File: src/rtl/mul_control_if.sv
// Handshake/control bundle between the multiplier wrapper and mul_control.
//   master : wrapper side; drives start/abort and feeds back Product bit 0.
//   slave  : controller side; drives the Product/ALU strobes and status.
//   start, abort, product_lsb : requests and feedback into the controller
//   wrctrl, strctrl, alu_add  : Product load/shift strobes and ALU select
//   ready, busy, step         : status and current iteration index
interface mul_control_if #(
    parameter int unsigned CNT_W = 6
);
    logic             start;
    logic             abort;
    logic             product_lsb;
    logic             wrctrl;
    logic             strctrl;
    logic             alu_add;
    logic             ready;
    logic             busy;
    logic [CNT_W-1:0] step;

    modport master (
        output start, abort, product_lsb,
        input  wrctrl, strctrl, alu_add, ready, busy, step
    );

    modport slave (
        input  start, abort, product_lsb,
        output wrctrl, strctrl, alu_add, ready, busy, step
    );
endinterface

File: src/rtl/mul_control.sv
// Sequencing controller for the shift-add multiplier datapath.
// A sampled start produces one Product load cycle (wrctrl), then WIDTH
// add-shift cycles (strctrl, with alu_add following the current multiplier
// bit), then holds ready until the next start.
// Ports:
//   clk  : rising-edge clock
//   rst  : asynchronous active-low reset
//   bus  : mul_control_if.slave (start/abort/product_lsb in;
//          wrctrl/strctrl/alu_add/ready/busy/step out)
// CNT_W must satisfy 2**CNT_W > WIDTH.
module mul_control #(
    parameter int unsigned WIDTH = 32,
    parameter int unsigned CNT_W = 6
) (
    input  logic          clk,
    input  logic          rst,
    mul_control_if.slave  bus
);

    typedef enum logic [1:0] {
        IDLE = 2'd0,
        LOAD = 2'd1,
        RUN  = 2'd2,
        DONE = 2'd3
    } state_t;

    localparam logic [CNT_W-1:0] LAST_STEP = CNT_W'(WIDTH - 1);

    state_t           state_q, state_d;
    logic [CNT_W-1:0] step_q, step_d;

    // State register and iteration counter
    always_ff @(posedge clk or negedge rst) begin
        if (!rst) begin
            state_q <= IDLE;
            step_q  <= '0;
        end else begin
            state_q <= state_d;
            step_q  <= step_d;
        end
    end

    // Next-state and next-step logic; abort outranks every other request
    always_comb begin
        state_d = state_q;
        step_d  = step_q;
        if (bus.abort) begin
            state_d = IDLE;
            step_d  = '0;
        end else begin
            unique case (state_q)
                IDLE: begin
                    if (bus.start) state_d = LOAD;
                end
                LOAD: begin
                    state_d = RUN;
                    step_d  = '0;
                end
                RUN: begin
                    if (step_q == LAST_STEP) begin
                        state_d = DONE;
                        step_d  = '0;
                    end else begin
                        step_d = step_q + CNT_W'(1);
                    end
                end
                DONE: begin
                    if (bus.start) state_d = LOAD;
                end
                default: begin
                    state_d = IDLE;
                    step_d  = '0;
                end
            endcase
        end
    end

    // Output decode: Moore strobes, alu_add follows product_lsb during RUN
    always_comb begin
        bus.wrctrl  = 1'b0;
        bus.strctrl = 1'b0;
        bus.alu_add = 1'b0;
        bus.ready   = 1'b0;
        bus.busy    = 1'b0;
        unique case (state_q)
            LOAD: begin
                bus.wrctrl = 1'b1;
                bus.busy   = 1'b1;
            end
            RUN: begin
                bus.strctrl = 1'b1;
                bus.busy    = 1'b1;
                bus.alu_add = bus.product_lsb;
            end
            DONE: begin
                bus.ready = 1'b1;
            end
            default: ;
        endcase
    end

    assign bus.step = step_q;

endmodule

File: src/flat_wrapper.sv
// flat-port wrapper written by rule: the top's interface ports become plain ports
module mul_control_flat 
#(
    parameter int unsigned WIDTH = 32,
    parameter int unsigned CNT_W = 6
)
  (clk, rst, bus_start, bus_abort, bus_product_lsb, bus_wrctrl, bus_strctrl, bus_alu_add, bus_ready, bus_busy, bus_step);
  mul_control_if #(.CNT_W(CNT_W)) bus_i ();
  input  logic clk;
  input  logic rst;
  input wire logic [$bits(bus_i.start)-1:0] bus_start;
  input wire logic [$bits(bus_i.abort)-1:0] bus_abort;
  input wire logic [$bits(bus_i.product_lsb)-1:0] bus_product_lsb;
  output wire logic [$bits(bus_i.wrctrl)-1:0] bus_wrctrl;
  output wire logic [$bits(bus_i.strctrl)-1:0] bus_strctrl;
  output wire logic [$bits(bus_i.alu_add)-1:0] bus_alu_add;
  output wire logic [$bits(bus_i.ready)-1:0] bus_ready;
  output wire logic [$bits(bus_i.busy)-1:0] bus_busy;
  output wire logic [$bits(bus_i.step)-1:0] bus_step;
  assign bus_i.start = bus_start;
  assign bus_i.abort = bus_abort;
  assign bus_i.product_lsb = bus_product_lsb;
  assign bus_wrctrl = bus_i.wrctrl;
  assign bus_strctrl = bus_i.strctrl;
  assign bus_alu_add = bus_i.alu_add;
  assign bus_ready = bus_i.ready;
  assign bus_busy = bus_i.busy;
  assign bus_step = bus_i.step;
  mul_control #(.WIDTH(WIDTH), .CNT_W(CNT_W)) u_core (.clk(clk), .rst(rst), .bus(bus_i));
endmodule
File: config.mk
export PLATFORM = sky130hd
export DESIGN_NAME = mul_control_flat
export DESIGN_NICKNAME = d
export VERILOG_FILES = /design/src/rtl/mul_control_if.sv /design/src/rtl/mul_control.sv /design/src/flat_wrapper.sv
export SDC_FILE = /design/constraint.sdc
export NUM_CORES = 1
export LEC_CHECK = 0
export ABC_AREA = 0
export BUFFER_PORTS_ARGS = -buffer_cell sky130_fd_sc_hd__clkbuf_2
export CAP_MARGIN = 20
export CELL_PAD_IN_SITES_DETAIL_PLACEMENT = 0
export CELL_PAD_IN_SITES_GLOBAL_PLACEMENT = 1
export CORE_UTILIZATION = 37
export DETAILED_ROUTE_END_ITERATION = 8
export PLACE_DENSITY_LB_ADDON = 0.1
export SYNTH_ARGS = -nofsm -noshare
export SYNTH_HDL_FRONTEND = slang
export SYNTH_SLANG_ARGS = --single-unit
File: constraint.sdc
create_clock -name clk -period 2.2 [get_ports clk]
set_input_delay 0.44 -clock clk [delete_from_list [all_inputs] [get_ports clk]]
set_output_delay 0.44 -clock clk [all_outputs]
set_load 0.03 [all_outputs]
; ---- Word level (Yosys, flattened, before mapping)
; Cells that the tools add are included.
[word_totals]
word_cells = 26
reg_bits = 8
[op_classes]
n_mux = 12
reduce_logical = 5
addsub = 1
n_eq_ne = 6
[ops]
columns = op, n
row1 = $mux W6, 2
row2 = $pmux W6 S2, 1
row3 = $add A6 B1 Y6 const B, 1
row4 = $eq A6 B5 Y1 const B, 1
row5 = $mux W2, 3
row6 = $pmux W2 S3, 1
row7 = $mux W1, 5
row8 = $eq A2 B2 Y1 const B, 2
row9 = $reduce_or A2 Y1, 2
row10 = $ne A3 B1 Y1 const B, 1
row11 = $ne A3 B2 Y1 const B, 1
row12 = $reduce_bool A3 Y1, 1
row13 = $eq A2 B1 Y1 const B, 1
row14 = $logic_not A2 Y1, 1
row15 = $reduce_and A2 Y1, 1

; ---- Logic depth before layout (Yosys ltp)
; Gate-level depths: netlist (run 1).
[logic_depth]
ltp_word = 4
mapped_depth = 6

; ---- Worst setup path before layout (run 1)
; Ideal clock, no wire load.
[synth_timing]
kind = reg2out
startpoint = register u_core.state_q[0]
endpoint = output port bus_alu_add
stages_incl_launch_ff = 4
arrival_time_ns = 1.239
setup_slack_ns = 0.521
path_buffers = 0
required_time_ns = 1.760
cell_sequence = dfrtp_1 -> inv_1 -> ha_1 -> and2_1
[synth_between]
elab_chain_len = 2
[synth_rtl]
columns = element, line_no
row1 = "start, declared", mul_control.sv:29  ; state_t state_q, state_d;
row2 = "start signal, assigned", mul_control.sv:38  ; state_q <= state_d;
row3 = $eq A2 B2 Y1, mul_control.sv:85  ; unique case (state_q)
row4 = $mux W1, mul_control.sv:85
row5 = "end, declared", flat_wrapper.sv:16  ; output wire logic [$bits(bus_i.alu_add)-1:0] bus_alu_add;
; No other way between the ends.

; ---- Final worst setup path (run 1)
; Same ends and word-level chain as after synthesis.

==> results.toml, run 1 <==
[sta]
maxSlewViolCount = 0
final.setup_skew_ps = 9.63
fin_crit_sh = 0.818
fin_crit_ps = 1800
finalHoldViolations = 0
finalSetupViolations = 0
tightest_slew_ps = 562
slew_headroom = 0.625
fmax_mhz = 556
tns_ps = 0
rsz0062_at_grt = "false"

[placed_design]
gp_congestion = 0.687
port_buffers = 15
dp.final_hpwl_um = 802

[detailed_routing]
wl_per_cell_um = 12.4
antenna_left = 0
routed_via_density = 5.25
detailedRoute.firstPassIterationCount = 2
drtIter0Drc = 5
drc = 0
routed_wl_um = 1040
num_vias = 441

[cells_and_area]
diodes = 0
final_nets = 81
syn_to_final_growth_pct = 22.1
layout-drive-gt1-share = 0.286
final_util = 0.514

[setup_path]
startpoint_type = "flop"
r2r_slack_ps = 500
critPathMaxFanout = 7
crit_buf_inv = 2
crit_path_max_incr_delay_ps = 410
crit_family = "flip-flops"
critPathArrivalTime_ps = 1360
crit_type = "flop to output port"
cpMaxStageDelayCell = "dfrtp_1"
cp.required_ps = 1760
crit_path_cell_trace = "inv_1 > ha_1 > and2_1 > clkbuf_2"
endpoint_kind = "output port"

[logic_synthesis]
netlist_area_um2 = 499
netlist_instances = 53
yosys.area.top_type_share = 0.401
yosysTopAreaCell = "dfrtp_1"
synth_cell_types = 25
yosys_warnings = 0
ys_ff_latch = 8
synthTopCellsByArea = "dfrtp_1 40%, ha_1 10%, o211ai_1 6.0%, nand2_1 5.3%, nand3_1 5.0%"
syn_nets = 62
ys_seq_area_frac = 0.401
syn_avg_cell_area_um2 = 9.42

[cts]
ctsResizeCount = 0
tritoncts = "yes"
root_buffer = "clkbuf_4"
htree_levels = 1
cts_setup_buffers = 0
path_clk_slew_ps = 60
numCtsBuffers = 3
cts_hold_buf = 0
clock-sinks = 8
cts.path.max_buffers = 2
clk_latency_ps = 260

[power]
p_leak_nw = 0.298
internal_power_w = 0.000340
p_clk_frac = 0.181
power_switching_w = 0.000288
swShare = 0.459
pwr-share-comb = 0.499
max-vdd-ir-drop_v = 0.000493
powerDensity_nw_per_um2 = 1030
power_w = 0.000628
power_frac_seq = 0.319

[global_routing]
grtUsageTotal = 0.174
first_global_vias = 382
grt_max_degree = 10
grt_overflow = 0
antenna_found_initial = 0
grt_pass1_wl_um = 1730

[floorplanning]
die_area_um2 = 1500
io_pins = 16
start_util = 0.421
core_um2 = 1190
num_rows = 12
floorplan.die.height_um = 38.7
die_w_um = 38.7

[worst_hold_path]
hp-class = "input pin to asynchronous set/reset pin"

[job]
max_cap_viol_count = 0

[run_status]
status = "finished, final reports clean"
routing by layer:
| metal | vias to the layer above | wire length [um] | GRT usage |
|---|---|---|---|
| li1 | 231 | - | - |
| met1 | 199 | 491 | 0.226 |
| met2 | 11 | 493 | 0.250 |
| met3 | 0 | 56 | 0.104 |
| met4 | 0 | 0 | 0.0259 |
| met5 | - | 0 | 0 |
power groups by stage:
stage	Sequential, W	Combinational, W	Clock [W]
finish	0.000201	0.000314	0.000114
floorplan	0.000214	0.000230	0
global placement	0.000202	0.000317	0
CTS	0.000200	0.000318	0.000118
detailed placement	0.000203	0.000319	0
global route	0.000206	0.000344	0.000121
worst register-to-register path: cells and delay by family, from the launching register on:
kind                       cells  cell delay [ps]
DFF                            1              410
adders and majority gates      1              260
and+or+nand+nor                1              510
buffers and inverters          1               70
AOI/OAI and AO/OA              2              300
sequential cells by signal, summed over array words and instances (netlist names):
name and flops:
u_core.state_q 2, u_core.bus.step 6
cells in the mapped netlist:
library cell  number
nand3b_1           1
nand2b_1           1
o2111ai_1          1
o21ai_0            2
a21oi_1            1
or4_1              1
o211ai_1           4
inv_1              4
nor2_1             1
o22ai_1            1
and2_1             1
nor3b_1            1
nor2b_1            1
or4b_1             1
a22o_1             1
a211o_1            1
dfrtp_1            8
nand3_1            5
nor3_2             1
nand2_1            7
mux2_2             1
o311ai_1           1
ha_1               4
o21a_1             2
buf_2              1
through the flow:
stage / hold WS, ps / std cells / setup slack [ps] / cell area, um^2
finish: 14.0 / 84 / 400 / 609
global route: 25.6 / 84 / 290 / 609
CTS: 18.4 / 84 / 376 / 609
detailed placement: 297 / 81 / 505 / 587
global placement: 305 / 81 / 543 / 587
floorplan: 144 / 53 / 521 / 499
cells in the final DEF (no fill, tap or decap):
master / instances
o2111ai_1: 1
nand2_1: 7
and2_1: 1
nor3b_1: 1
nor2_1: 1
nand3_1: 5
a21oi_1: 1
nor2b_1: 1
or4b_1: 1
o21a_1: 2
o22ai_1: 1
mux2_2: 1
a22o_1: 1
clkbuf_4: 3
or4_1: 1
o311ai_1: 1
clkbuf_2: 15
a211o_1: 1
inv_1: 4
dfrtp_1: 8
ha_1: 4
o211ai_1: 4
nand2b_1: 1
o21ai_0: 2
nor3_2: 1
nand3b_1: 1
layout make-up:
type                    count  area (um^2)
multi-input cells          40          279
fillers                   125          577
inverters                   4         15.0
clock buffers               3         22.5
flip-flops and latches      8          200
well taps                  14         17.5
repair buffers             15         75.1
path summary, 6_finish.rpt:
| path | cells past startpoint | start | endpoint |
|---|---|---|---|
| min | 1 | rst | u_core.bus.step[3] |
| min reg2reg | 2 | u_core.bus.step[5] | u_core.bus.step[5] |
| max | 4 | u_core.state_q[0] | bus_alu_add |
| max reg2reg | 5 | u_core.state_q[0] | u_core.state_q[1] |
| min in group clk | 2 | bus_abort | u_core.state_q[1] |
| max in group asynchronous | 1 | rst | u_core.bus.step[1] |
cells by family (layout without fill, tap and decap cells):
family                   count (synthesis)  after routing  synth area share
AO/OA/AOI/OAI                           14             14             0.203
multiplexers                             1              1            0.0226
AND/OR/NAND/NOR                         21             21             0.233
buffers and inverters                    5             22            0.0401
adder cells (fa/ha/maj)                  4              4             0.100
flip-flops                               8              8             0.401
(Power assumes the default switching activity.)
==> inputs of run 2 (changes only) <==
--- a/config.mk
+++ b/config.mk
@@ -10,7 +10,7 @@
 export CAP_MARGIN = 20
 export CELL_PAD_IN_SITES_DETAIL_PLACEMENT = 0
 export CELL_PAD_IN_SITES_GLOBAL_PLACEMENT = 1
-export CORE_UTILIZATION = 37
+export CORE_UTILIZATION = 31
 export DETAILED_ROUTE_END_ITERATION = 8
 export PLACE_DENSITY_LB_ADDON = 0.1
 export SYNTH_ARGS = -nofsm -noshare
==> constraint.sdc (replaced) <==
create_clock -name clk -period 1.6 [get_ports clk]
set_input_delay 0.32 -clock clk [delete_from_list [all_inputs] [get_ports clk]]
set_output_delay 0.32 -clock clk [all_outputs]
set_load 0.03 [all_outputs]
==> run 2 against run 1 <==
  * Critical path depth is the same
  * Hold slack gained 380 ps
  * Combinational power rose by 69%
  * Clock power increased by 41%
  * Sequential share of layout area decreased by 2.5 points
  * Largest cell class unchanged
  * Cell count is 7.1% higher
  * Highest routed layer is now met4
  * Sequential power increased by 40%
  * Non-clock buffer count up 4
  * Setup slack worse by 330 ps
  * Sequential cell count unchanged
  * Die area rose by 18%
==> results.toml, run 2 (synthesized netlist as in run 1, its figures left out) <==
[run_status]
status = "finished, final reports clean"

[cells_and_area]
fin_cells = 90
fill_cells = 151
final_util = 0.441
final_nets = 85
multi_input_area_um2 = 292
seqCellArea_um2 = 201
final_common_cell = "clkbuf_2"
layout-drive-gt1-share = 0.351
diodes = 0
mostFrequentLayoutCells = "12 x clkbuf_2, 7 x nand2_1, 7 x dfrtp_1, 5 x nand3_1, 4 x o211ai_1"
syn_to_final_growth_pct = 33.1
largest_reg_flops = 6
final_cell_area_um2 = 664

[floorplanning]
die_w_um = 42.1
num_rows = 14
die_area_um2 = 1770
start_util = 0.331
io_pins = 16
floorplan.die.height_um = 42.1
core_um2 = 1510

[cts]
tritoncts = "yes"
root_buffer = "clkbuf_4"
htree_levels = 1
cts.path.max_buffers = 2
clk_latency_ps = 260
clock-sinks = 8
path_clk_slew_ps = 60
numCtsBuffers = 3

[worst_hold_path]
hold_depth = 2
hold_start = "bus_abort"
whs_endpoint = "u_core.state_q[1]"
hp-class = "input pin to flop"

[detailed_routing]
antenna_left = 0
drc = 0
routed_via_density = 5.23
routed_wl_um = 1140
num_vias = 471
wl_per_cell_um = 12.6
detailedRoute.firstPassIterationCount = 3
drtIter0Drc = 7

[setup_path]
reg2reg_depth = 5
critPathMaxFanout = 4
endpoint_kind = "output port"
crit_path_max_incr_delay_ps = 400
startpoint_type = "flop"
r2r_slack_ps = 140
cpMaxStageDelayCell = "dfrtp_1"
reg2reg_from = "u_core.state_q[1]"
cp-startpoint = "u_core.state_q[0]"
crit_type = "flop to output port"
r2r_end = "u_core.bus.step[3]"
crit_path_cell_trace = "inv_2 > ha_4 > inv_1 > buf_2"
critPathArrivalTime_ps = 1210
crit_family = "flip-flops"
crit_buf_inv = 3
cp.required_ps = 1280

[global_routing]
antenna_found_initial = 0
grt_pass1_wl_um = 1980
grt_max_degree = 9
grtUsageTotal = 0.155
first_global_vias = 418
grt_overflow = 0

[placed_design]
placedCellCount = 84
dp.final_hpwl_um = 857
place_area_um2 = 599
port_buffers = 15
gp_congestion = 0.751

[power]
power_switching_w = 0.000427
internal_power_w = 0.000546
power_frac_seq = 0.290
pwr-share-comb = 0.545
swShare = 0.439
powerDensity_nw_per_um2 = 1460
p_leak_nw = 0.318
power_w = 0.000973
p_clk_frac = 0.165
max-vdd-ir-drop_v = 0.000745

[sta]
finalSetupViolations = 0
fmax_mhz = 655
fin_crit_ps = 1530
final.setup_skew_ps = 5.59
finalHoldViolations = 0
slew_headroom = 0.730
maxSlewViolCount = 0
tightest_slew_ps = 402
tns_ps = 0
fin_crit_sh = 0.954
rsz0062_at_grt = "false"

[job]
max_cap_viol_count = 0
[run 2: how the worst max path moves through the flow]
stage / depth (start not counted) / slack (ps) / end
6_report: 4 / 70 / bus_busy
5_1_grt: 4 / 4 / bus_alu_add
4_1_cts: 4 / 10 / bus_alu_add
3_5_place_dp: 5 / 120 / u_core.bus.step[3]
3_3_place_gp: 5 / 150 / u_core.bus.step[3]
2_1_floorplan: 5 / 1 / u_core.bus.step[3]
[run 2: power groups by stage]
| stage | clock network [W] | registers [W] | logic (W) |
|---|---|---|---|
| global route | 0.000186 | 0.000289 | 0.000574 |
| detailed placement | 0 | 0.000281 | 0.000458 |
| CTS | 0.000170 | 0.000278 | 0.000513 |
| floorplan | 0 | 0.000295 | 0.000323 |
| global placement | 0 | 0.000280 | 0.000458 |
| finish | 0.000161 | 0.000282 | 0.000530 |
[run 2: through the flow]
step	setup WS [ps]	hold WS, ps
finish	74.0	397
global route	3.72	406
CTS	14.2	403
detailed placement	116	185
global placement	148	184
floorplan	1.38	24.4
[run 2: cell type report]
class | count | area share
Sequential cell | 8 | 0.303
Timing Repair Buffer | 19 | 0.171
Multi-Input combinational cell | 40 | 0.439
Tap cell | 16 | 0.0301
Inverter | 4 | 0.0226
Clock buffer | 3 | 0.0339
[run 2: worst reg2reg max path, stage by stage, from the launching register on]
cell and delay (ps):
dfrtp_2 440, inv_1 70, ha_1 200, nor3_2 100
or4_1 500, nand3_1 90
[run 2: what timing repair did]
action,in CTS,in global routing
gates resized for setup,2,6
setup buffers,1,1
pin swaps,0,0
cloned,0,0
hold buffers,1,0
hold endpoints to repair,8,0
endpoints found under the setup margin,2,6
[run 2: routing by layer]
| layer | part of all wire | track usage | vias to the layer above |
|---|---|---|---|
| met5 | 0 | 0 | - |
| met4 | 0.011 | 0.0563 | 0 |
| met3 | 0.061 | 0.0776 | 2 |
| met2 | 0.40 | 0.200 | 15 |
| met1 | 0.52 | 0.219 | 214 |
| li1 | - | - | 240 |
